==> src/rtl/adain_pkg.sv <==
// Shared definitions for the AdaIN pass sequencer: pass codes, sizing
// constants and the sequencer state encoding.
package adain_pkg;

    localparam int N_MAX  = 256;
    localparam int DATA_W = 16;

    typedef enum logic [1:0] {
        PASS_IDLE = 2'b00,
        PASS_MEAN = 2'b01,
        PASS_VAR  = 2'b10,
        PASS_NORM = 2'b11
    } pass_e;

    typedef enum logic [2:0] {
        ST_IDLE,
        ST_S_MEAN,
        ST_W_MEAN,
        ST_S_VAR,
        ST_W_VAR,
        ST_S_NORM,
        ST_W_NORM
    } seq_state_e;

endpackage

==> src/rtl/adain_addr_counter.sv <==
// Clearable flat pixel counter that saturates at a programmable limit
// instead of wrapping.
module adain_addr_counter
    import adain_pkg::*;
#(
    parameter int W = 16
) (
    input  logic         clk,
    input  logic         rst_n,
    input  logic         clear,
    input  logic         inc,
    input  logic [W-1:0] limit,
    output logic [W-1:0] count
);

    // NOTE: clear takes priority over inc so every pass starts from address 0.
    always_ff @(posedge clk or negedge rst_n) begin
        if (!rst_n) begin
            count <= '0;
        end else if (clear) begin
            count <= '0;
        end else if (inc && (count != limit)) begin
            count <= count + 1'b1;
        end
    end

endmodule

==> src/rtl/adain_pass_sequencer.sv <==
// Issues the mean / variance / normalize pass codes for one N x N channel,
// streams feature-map pixels to the datapath and writes normalized results.
module adain_pass_sequencer
    import adain_pkg::*;
#(
    parameter int N_MAX  = adain_pkg::N_MAX,
    parameter int DATA_W = adain_pkg::DATA_W,
    parameter int ADDR_W = $clog2(N_MAX * N_MAX)
) (
    input  logic                         clk,
    input  logic                         rst_n,
    input  logic                         layer_start,
    input  logic [$clog2(N_MAX+1)-1:0]   N,
    output logic                         busy,
    output logic                         layer_done,
    output logic                         cfg_err,
    output logic [1:0]                   cu_start,
    input  logic                         cu_input_mac_en,
    input  logic                         cu_out_en,
    input  logic [1:0]                   cu_done,
    output logic                         rd_en,
    output logic [ADDR_W-1:0]            rd_addr,
    input  logic [DATA_W-1:0]            rd_data,
    output logic [DATA_W-1:0]            pix_data,
    output logic                         pix_valid,
    input  logic [DATA_W-1:0]            norm_data,
    output logic                         wr_en,
    output logic [ADDR_W-1:0]            wr_addr,
    output logic [DATA_W-1:0]            wr_data
);

    localparam int NW = $clog2(N_MAX + 1);
    localparam logic [NW-1:0]   N_MAX_W = NW'(N_MAX);
    localparam logic [2*NW-1:0] ONE     = (2*NW)'(1);

    seq_state_e        state;
    logic [NW-1:0]     n_lat;
    logic [2*NW-1:0]   n_sq_m1;
    logic [ADDR_W-1:0] limit;
    logic [ADDR_W-1:0] rd_cnt;
    logic [ADDR_W-1:0] wr_cnt;
    logic              rd_clear;
    logic              wr_clear;
    logic              n_ok;

    assign n_sq_m1 = ({{NW{1'b0}}, n_lat} * {{NW{1'b0}}, n_lat}) - ONE;
    assign limit   = n_sq_m1[ADDR_W-1:0];
    assign n_ok    = (N != '0) && (N <= N_MAX_W);

    // Reads only count while a channel is in flight, so reset silences rd_en at once.
    assign rd_en    = cu_input_mac_en & busy;
    assign rd_addr  = rd_cnt;
    assign pix_data = rd_data;

    assign rd_clear = (state == ST_S_MEAN) || (state == ST_S_VAR) || (state == ST_S_NORM);
    assign wr_clear = (state == ST_S_NORM);

    adain_addr_counter #(.W(ADDR_W)) u_rd_cnt (
        .clk   (clk),
        .rst_n (rst_n),
        .clear (rd_clear),
        .inc   (rd_en),
        .limit (limit),
        .count (rd_cnt)
    );

    adain_addr_counter #(.W(ADDR_W)) u_wr_cnt (
        .clk   (clk),
        .rst_n (rst_n),
        .clear (wr_clear),
        .inc   (cu_out_en),
        .limit (limit),
        .count (wr_cnt)
    );

    always_ff @(posedge clk or negedge rst_n) begin
        if (!rst_n) begin
            state      <= ST_IDLE;
            n_lat      <= '0;
            busy       <= 1'b0;
            layer_done <= 1'b0;
            cfg_err    <= 1'b0;
            cu_start   <= PASS_IDLE;
            pix_valid  <= 1'b0;
            wr_en      <= 1'b0;
            wr_addr    <= '0;
            wr_data    <= '0;
        end else begin
            layer_done <= 1'b0;
            cfg_err    <= 1'b0;
            cu_start   <= PASS_IDLE;
            pix_valid  <= rd_en;
            wr_en      <= cu_out_en;
            wr_addr    <= wr_cnt;
            wr_data    <= norm_data;

            case (state)
                // A start coinciding with layer_done is treated as arriving while busy.
                ST_IDLE: begin
                    if (layer_start && !layer_done) begin
                        if (n_ok) begin
                            n_lat    <= N;
                            busy     <= 1'b1;
                            cu_start <= PASS_MEAN;
                            state    <= ST_S_MEAN;
                        end else begin
                            cfg_err <= 1'b1;
                        end
                    end
                end
                ST_S_MEAN: state <= ST_W_MEAN;
                ST_W_MEAN: begin
                    if (cu_done == PASS_MEAN) begin
                        cu_start <= PASS_VAR;
                        state    <= ST_S_VAR;
                    end
                end
                ST_S_VAR: state <= ST_W_VAR;
                ST_W_VAR: begin
                    if (cu_done == PASS_VAR) begin
                        cu_start <= PASS_NORM;
                        state    <= ST_S_NORM;
                    end
                end
                ST_S_NORM: state <= ST_W_NORM;
                // cu_done stays at 11 for the whole normalize pass, so only the write count ends it.
                ST_W_NORM: begin
                    if (wr_en && (wr_addr == limit)) begin
                        busy       <= 1'b0;
                        layer_done <= 1'b1;
                        state      <= ST_IDLE;
                    end
                end
                default: state <= ST_IDLE;
            endcase
        end
    end

endmodule

==> config.mk <==
export PLATFORM = sky130hd
export DESIGN_NAME = adain_pass_sequencer
export DESIGN_NICKNAME = d
export VERILOG_FILES = /design/src/rtl/adain_pkg.sv /design/src/rtl/adain_addr_counter.sv /design/src/rtl/adain_pass_sequencer.sv
export SDC_FILE = /design/constraint.sdc
export NUM_CORES = 1
export LEC_CHECK = 0
export CORE_AREA = 2 2 108 163
export DETAILED_ROUTE_END_ITERATION = 6
export DIE_AREA = 0 0 110 165
export GPL_ROUTABILITY_DRIVEN = 0
export PLACE_DENSITY = 0.65
export SLEW_MARGIN = 20
export SYNTH_ARGS = -nofsm -noshare
export SYNTH_HDL_FRONTEND = slang
export SYNTH_HIERARCHICAL = 1
export SYNTH_SLANG_ARGS = --single-unit
==> constraint.sdc <==
create_clock -name clk -period 20.5 [get_ports clk]
set_input_delay 4.1 -clock clk [delete_from_list [all_inputs] [get_ports clk]]
set_output_delay 4.1 -clock clk [all_outputs]
set_load 0.05 [all_outputs]
# Yosys cells after proc, flatten, opt, wreduce, memory -nomap -nowiden
# Cells that the tools add are included.
op_classes:
  addsub: 3
  multipliers: 1
  n_lt_le_gt_ge: 1
  eq_ne: 16
  muxes: 24
  n_bitwise: 1
  n_reduce_logical: 16
ops:
  columns: ["operator", "n"]
  rows:
  - ["two-way mux 16 bit", 4]
  - ["adder 16 x 1 -> 16 bit, second input constant", 2]
  - ["inequality test 16 bit", 2]
  - ["one-hot mux 3 bit (7 select lines)", 1]
  - ["equality test 16 bit", 1]
  - ["multiplier 9 x 9 -> 16 bit", 1]
  - ["subtractor 16 x 1 -> 16 bit, second input constant", 1]
  - ["two-way mux 3 bit", 5]
  - ["two-way mux 1 bit", 10]
  - ["inequality test 2 bit, second input constant", 5]
  - ["equality test 3 bit, second input constant", 3]
  - ["<= comparator 9 bit, second input constant", 1]
  - ["nonzero test 9 bit", 1]
  - ["equality test 3 x 2 -> 1 bit, second input constant", 2]
  - ["one-hot mux 2 bit (3 select lines)", 1]
  - ["nonzero test 2 bit", 3]
  - ["logical AND 1 bit", 5]
  - ["AND reduction 5 bit", 1]
  - ["two-way mux 2 bit", 2]
  - ["AND reduction 4 bit", 1]
  - ["equality test 3 x 1 -> 1 bit, second input constant", 1]
  - ["logical NOT 3 bit", 1]
  - ["AND reduction 3 bit", 1]
  - ["equality test 2 x 1 -> 1 bit, second input constant", 1]
  - ["5 further kinds", 6]
totals:
  regBits: 83
  inputBits: 48
  word_cells: 74

# Depth between registers and ports, before layout
depth:
  word_depth: 6
  ltp_mapped: 27

# Hierarchy
# Netlist, hierarchy kept.
modules_own_cells:
  columns: ["module", "n_inst", "cells_each", "area_each_um2", "seq_area_each_um2"]
  rows:
  - ["adain_pass_sequencer", 1, 447, 4488.1, 1276.2]
  - ["adain_addr_counter", 2, 111, 1047.3, 400.4]

# Worst setup path after synthesis
# Ideal clock, no wire load.
synth_timing:
  path_type: "input-to-output"
  start: "input port cu_input_mac_en"
  end: "output port rd_en"
  arrival_time_ns: 4.582
  t_required_ns: 16.400
  setup_slack_ns: 11.818
  stages: 1
  path_cell_list: "and2_1"
synth_via:
  elab_chain_len: 1
synth_rtl:
  columns: ["element", "line_no", "text"]
  rows:
  - ["start, declared", "adain_pass_sequencer.sv:18", "input logic cu_input_mac_en,"]
  - ["AND 1 bit", "adain_pass_sequencer.sv:51", "assign rd_en = cu_input_mac_en & busy;"]
  - ["end, declared", "adain_pass_sequencer.sv:21", "output logic rd_en,"]
# No other way between the ends.

# Worst setup path in the final report
# Ends and elaborated chain as after synthesis.

==> reports/results.tsv <==
metric	value	unit
Initial Utilization	0.3961	
Max-slew headroom	0.3619	
Worst Hold Depth	0	
CP Capture Type	output port	
deepest clock path buffer count	2	
clock slew at reported path FFs	0.07	ns
via total after detailed routing	4955	
share of layout cells above drive strength 1	0.06317	
status	finished, final reports clean	
Site Rows	58	
clk sink count	83	
Final setup viols	0	
vias in the first global route	5033	
Pre-antenna DRT Iters	4	
remaining global-route overflow	0	
hold-critical path endpoint	wr_addr[15]$_DFF_PN0_	
Worst Path Max Fanout	3	
global-route wire length before repair	25.06	mm
post-CTS resize count	0	
clk_lat worst skew	0.34	ns
antenna violations before repair	0	
Iteration-0 DRC Markers	140	
most frequent cells in the layout	inv_1 (93), clkdlybuf4s50_1 (86), dfrtp_1 (83)	
TNS Setup	0	ns
PortBufs	87	
CTS Buf Count	9	
HP Start	u_wr_cnt/count[15]$_DFFE_PN0P_	
FMAX	103.2	MHz
worst-path cell chain	clkdlybuf4s50_1 > and2_1 > clkdlybuf4s50_1	
Vias/cell	5.194	
area leader, netlist	dfrtp_1	
worst reg2reg path depth	22	
WL per Instance	15.88	um
area grow syn2layout	18.84	%
Area contributors post-synth	dfrtp_1 (32%), fa_1 (13%), ha_1 (7.8%)	
Core ar.	0.01662	mm^2
FF-to-FF setup slack	13.24	ns
Hold WC Path Type	flip-flop to flip-flop	
Crit path top cell by count	clkdlybuf4s50_1	
Synth Instances	669	
final period utilization	0.4729	
final hold violations	0	
Critical Path Max Stage Delay	0.84	ns
height of the die	165	um
top-level I/O count	120	
Reg-to-Reg End	u_wr_cnt/count[7]$_DFFE_PN0P_	
clk_skew	0.007989	ns
most common cell after layout, fill and taps aside	inv_1	
Final Net Count	871	
Async SR Flop Fraction	1.000	
CTS root buffer	clkbuf_16	
Ant. Diodes	0	
setup bufs post-CTS	0	
Setup Crit Path Kind	primary input to output port	
# DRC	0	
final antenna-violating net count	0	
Post-Syn Area	0.006583	mm^2
Worst Tran Pin Value	0.9536	ns
final wirelength	15.15	mm
Synth cell types	61	
Mapped Avg Cell Area	9.839	um^2
Filler cells	1570	
crit path launch type	primary input	
Primary FF master, synth	dfrtp_1	
#FFs+latches synth	83	
largest net degree at the start of global routing	73	
total of max-cap violations	0	
H-tree lvl count	3	
Tot GR Track Use	0.1784	
die area	0.01815	mm^2
CTS tree	yes	
sequential cell area fraction in the yosys report	0.3155	
Slew Viols, Final	0	
CP arrival	5.59	ns
CTS hold repair buffers	0	
Worst path slowest cell	clkdlybuf4s50_1	
RSZ-0062 raised after global routing	no	
syn_nets	801	
worst path required time	16.40	ns
Synth top area share	0.3155	
HPWL Detailed	11.83	mm
Post-synth EDFFs	0	
Synthesis Warnings	6	
reg2reg start	n_lat[1]$_DFFE_PN0P_	
Die Width	110	um
min Tclk post-route	9.694	ns
worst max path at each step:
| stage | cells past startpoint | endpoint | start |
|---|---|---|---|
| finish | 3 | rd_en | cu_input_mac_en |
| floorplan | 1 | rd_en | cu_input_mac_en |
| global route | 3 | rd_en | cu_input_mac_en |
| global placement | 3 | rd_en | cu_input_mac_en |
| detailed placement | 3 | rd_en | cu_input_mac_en |
| CTS | 3 | rd_en | cu_input_mac_en |
cells in the mapped netlist, drive strengths merged, types with 4 or more instances:
cell and count:
mux2 9, nor2 32, o21ai 35, inv 93, xor2 13, nand2 40
and2 14, xnor2 48, fa 43, nand2b 4, a21o 6, buf 25
or3 21, o22ai 4, nor3 7, nor3b 4, o211ai 6, a21oi 31
dfrtp 83, xnor3 5, clkbuf 8, a211oi 4, nor4 8, nor2b 7
nand3 12, nand4 24, o31ai 6, or4 6, ha 41
area by class of cell:
| type | instances | area, um^2 | share of cell area |
|---|---|---|---|
| Clock inverter | 7 | 82.58 | 0.01056 |
| Tap cell | 210 | 262.8 | 0.03359 |
| Inverter | 93 | 349.1 | 0.04463 |
| Clock buffer | 9 | 225.2 | 0.02879 |
| Timing Repair Buffer | 92 | 913.4 | 0.1168 |
| Multi-Input combinational cell | 460 | 3913 | 0.5002 |
| Sequential cell | 83 | 2077 | 0.2655 |
critical path, delay by kind of cell:
family,cells,cell delay (ns)
buf+inv,2,1.29
simple gates,1,0.21
flip-flops by register name, summed over array words and instances (netlist names):
register        cells
busy                1
cfg_err             1
state               3
u_rd_cnt/count     16
wr_addr            16
layer_done          1
cu_start            2
pix_valid           1
u_wr_cnt/count     16
n_lat               9
wr_en               1
wr_data            16
stage by stage:
| stage | utilization | worst slack (ns) | area [um^2] | hold WS [ns] | instances |
|---|---|---|---|---|---|
| finish | 0.4707 | 10.81 | 7823 | 0.4589 | 954 |
| global route | 0.4707 | 10.78 | 7823 | 0.4801 | 954 |
| CTS | 0.4694 | 10.81 | 7800 | 0.4531 | 952 |
| detailed placement | 0.4508 | 10.82 | 7492 | 0.4467 | 936 |
| global placement | 0.4508 | 10.81 | 7492 | 0.4329 | 936 |
| floorplan | - | 11.82 | 6583 | 0.4006 | 669 |
layer usage:
layer / wire length [um] / global-route usage / up-vias
li1: - / - / 2395
met1: 5851 / 0.2041 / 2448
met2: 8478 / 0.3332 / 93
met3: 461 / 0.01776 / 19
met4: 361 / 0.06904 / 0
met5: 0 / 0 / -
cell families after synthesis:
logic type | synth area share
muxes | 0.01844
AOI/OAI and AO/OA | 0.1078
and+or+nand+nor | 0.1593
buffers and inverters | 0.09010
DFF | 0.3155
other | 0.0005697
adders and majority gates | 0.2087
xor gates and xnor gates | 0.09960
Power is left out: the tool's default activity adds up to more than one toggle a clock period on the data nets, which glitch-free logic cannot reach.
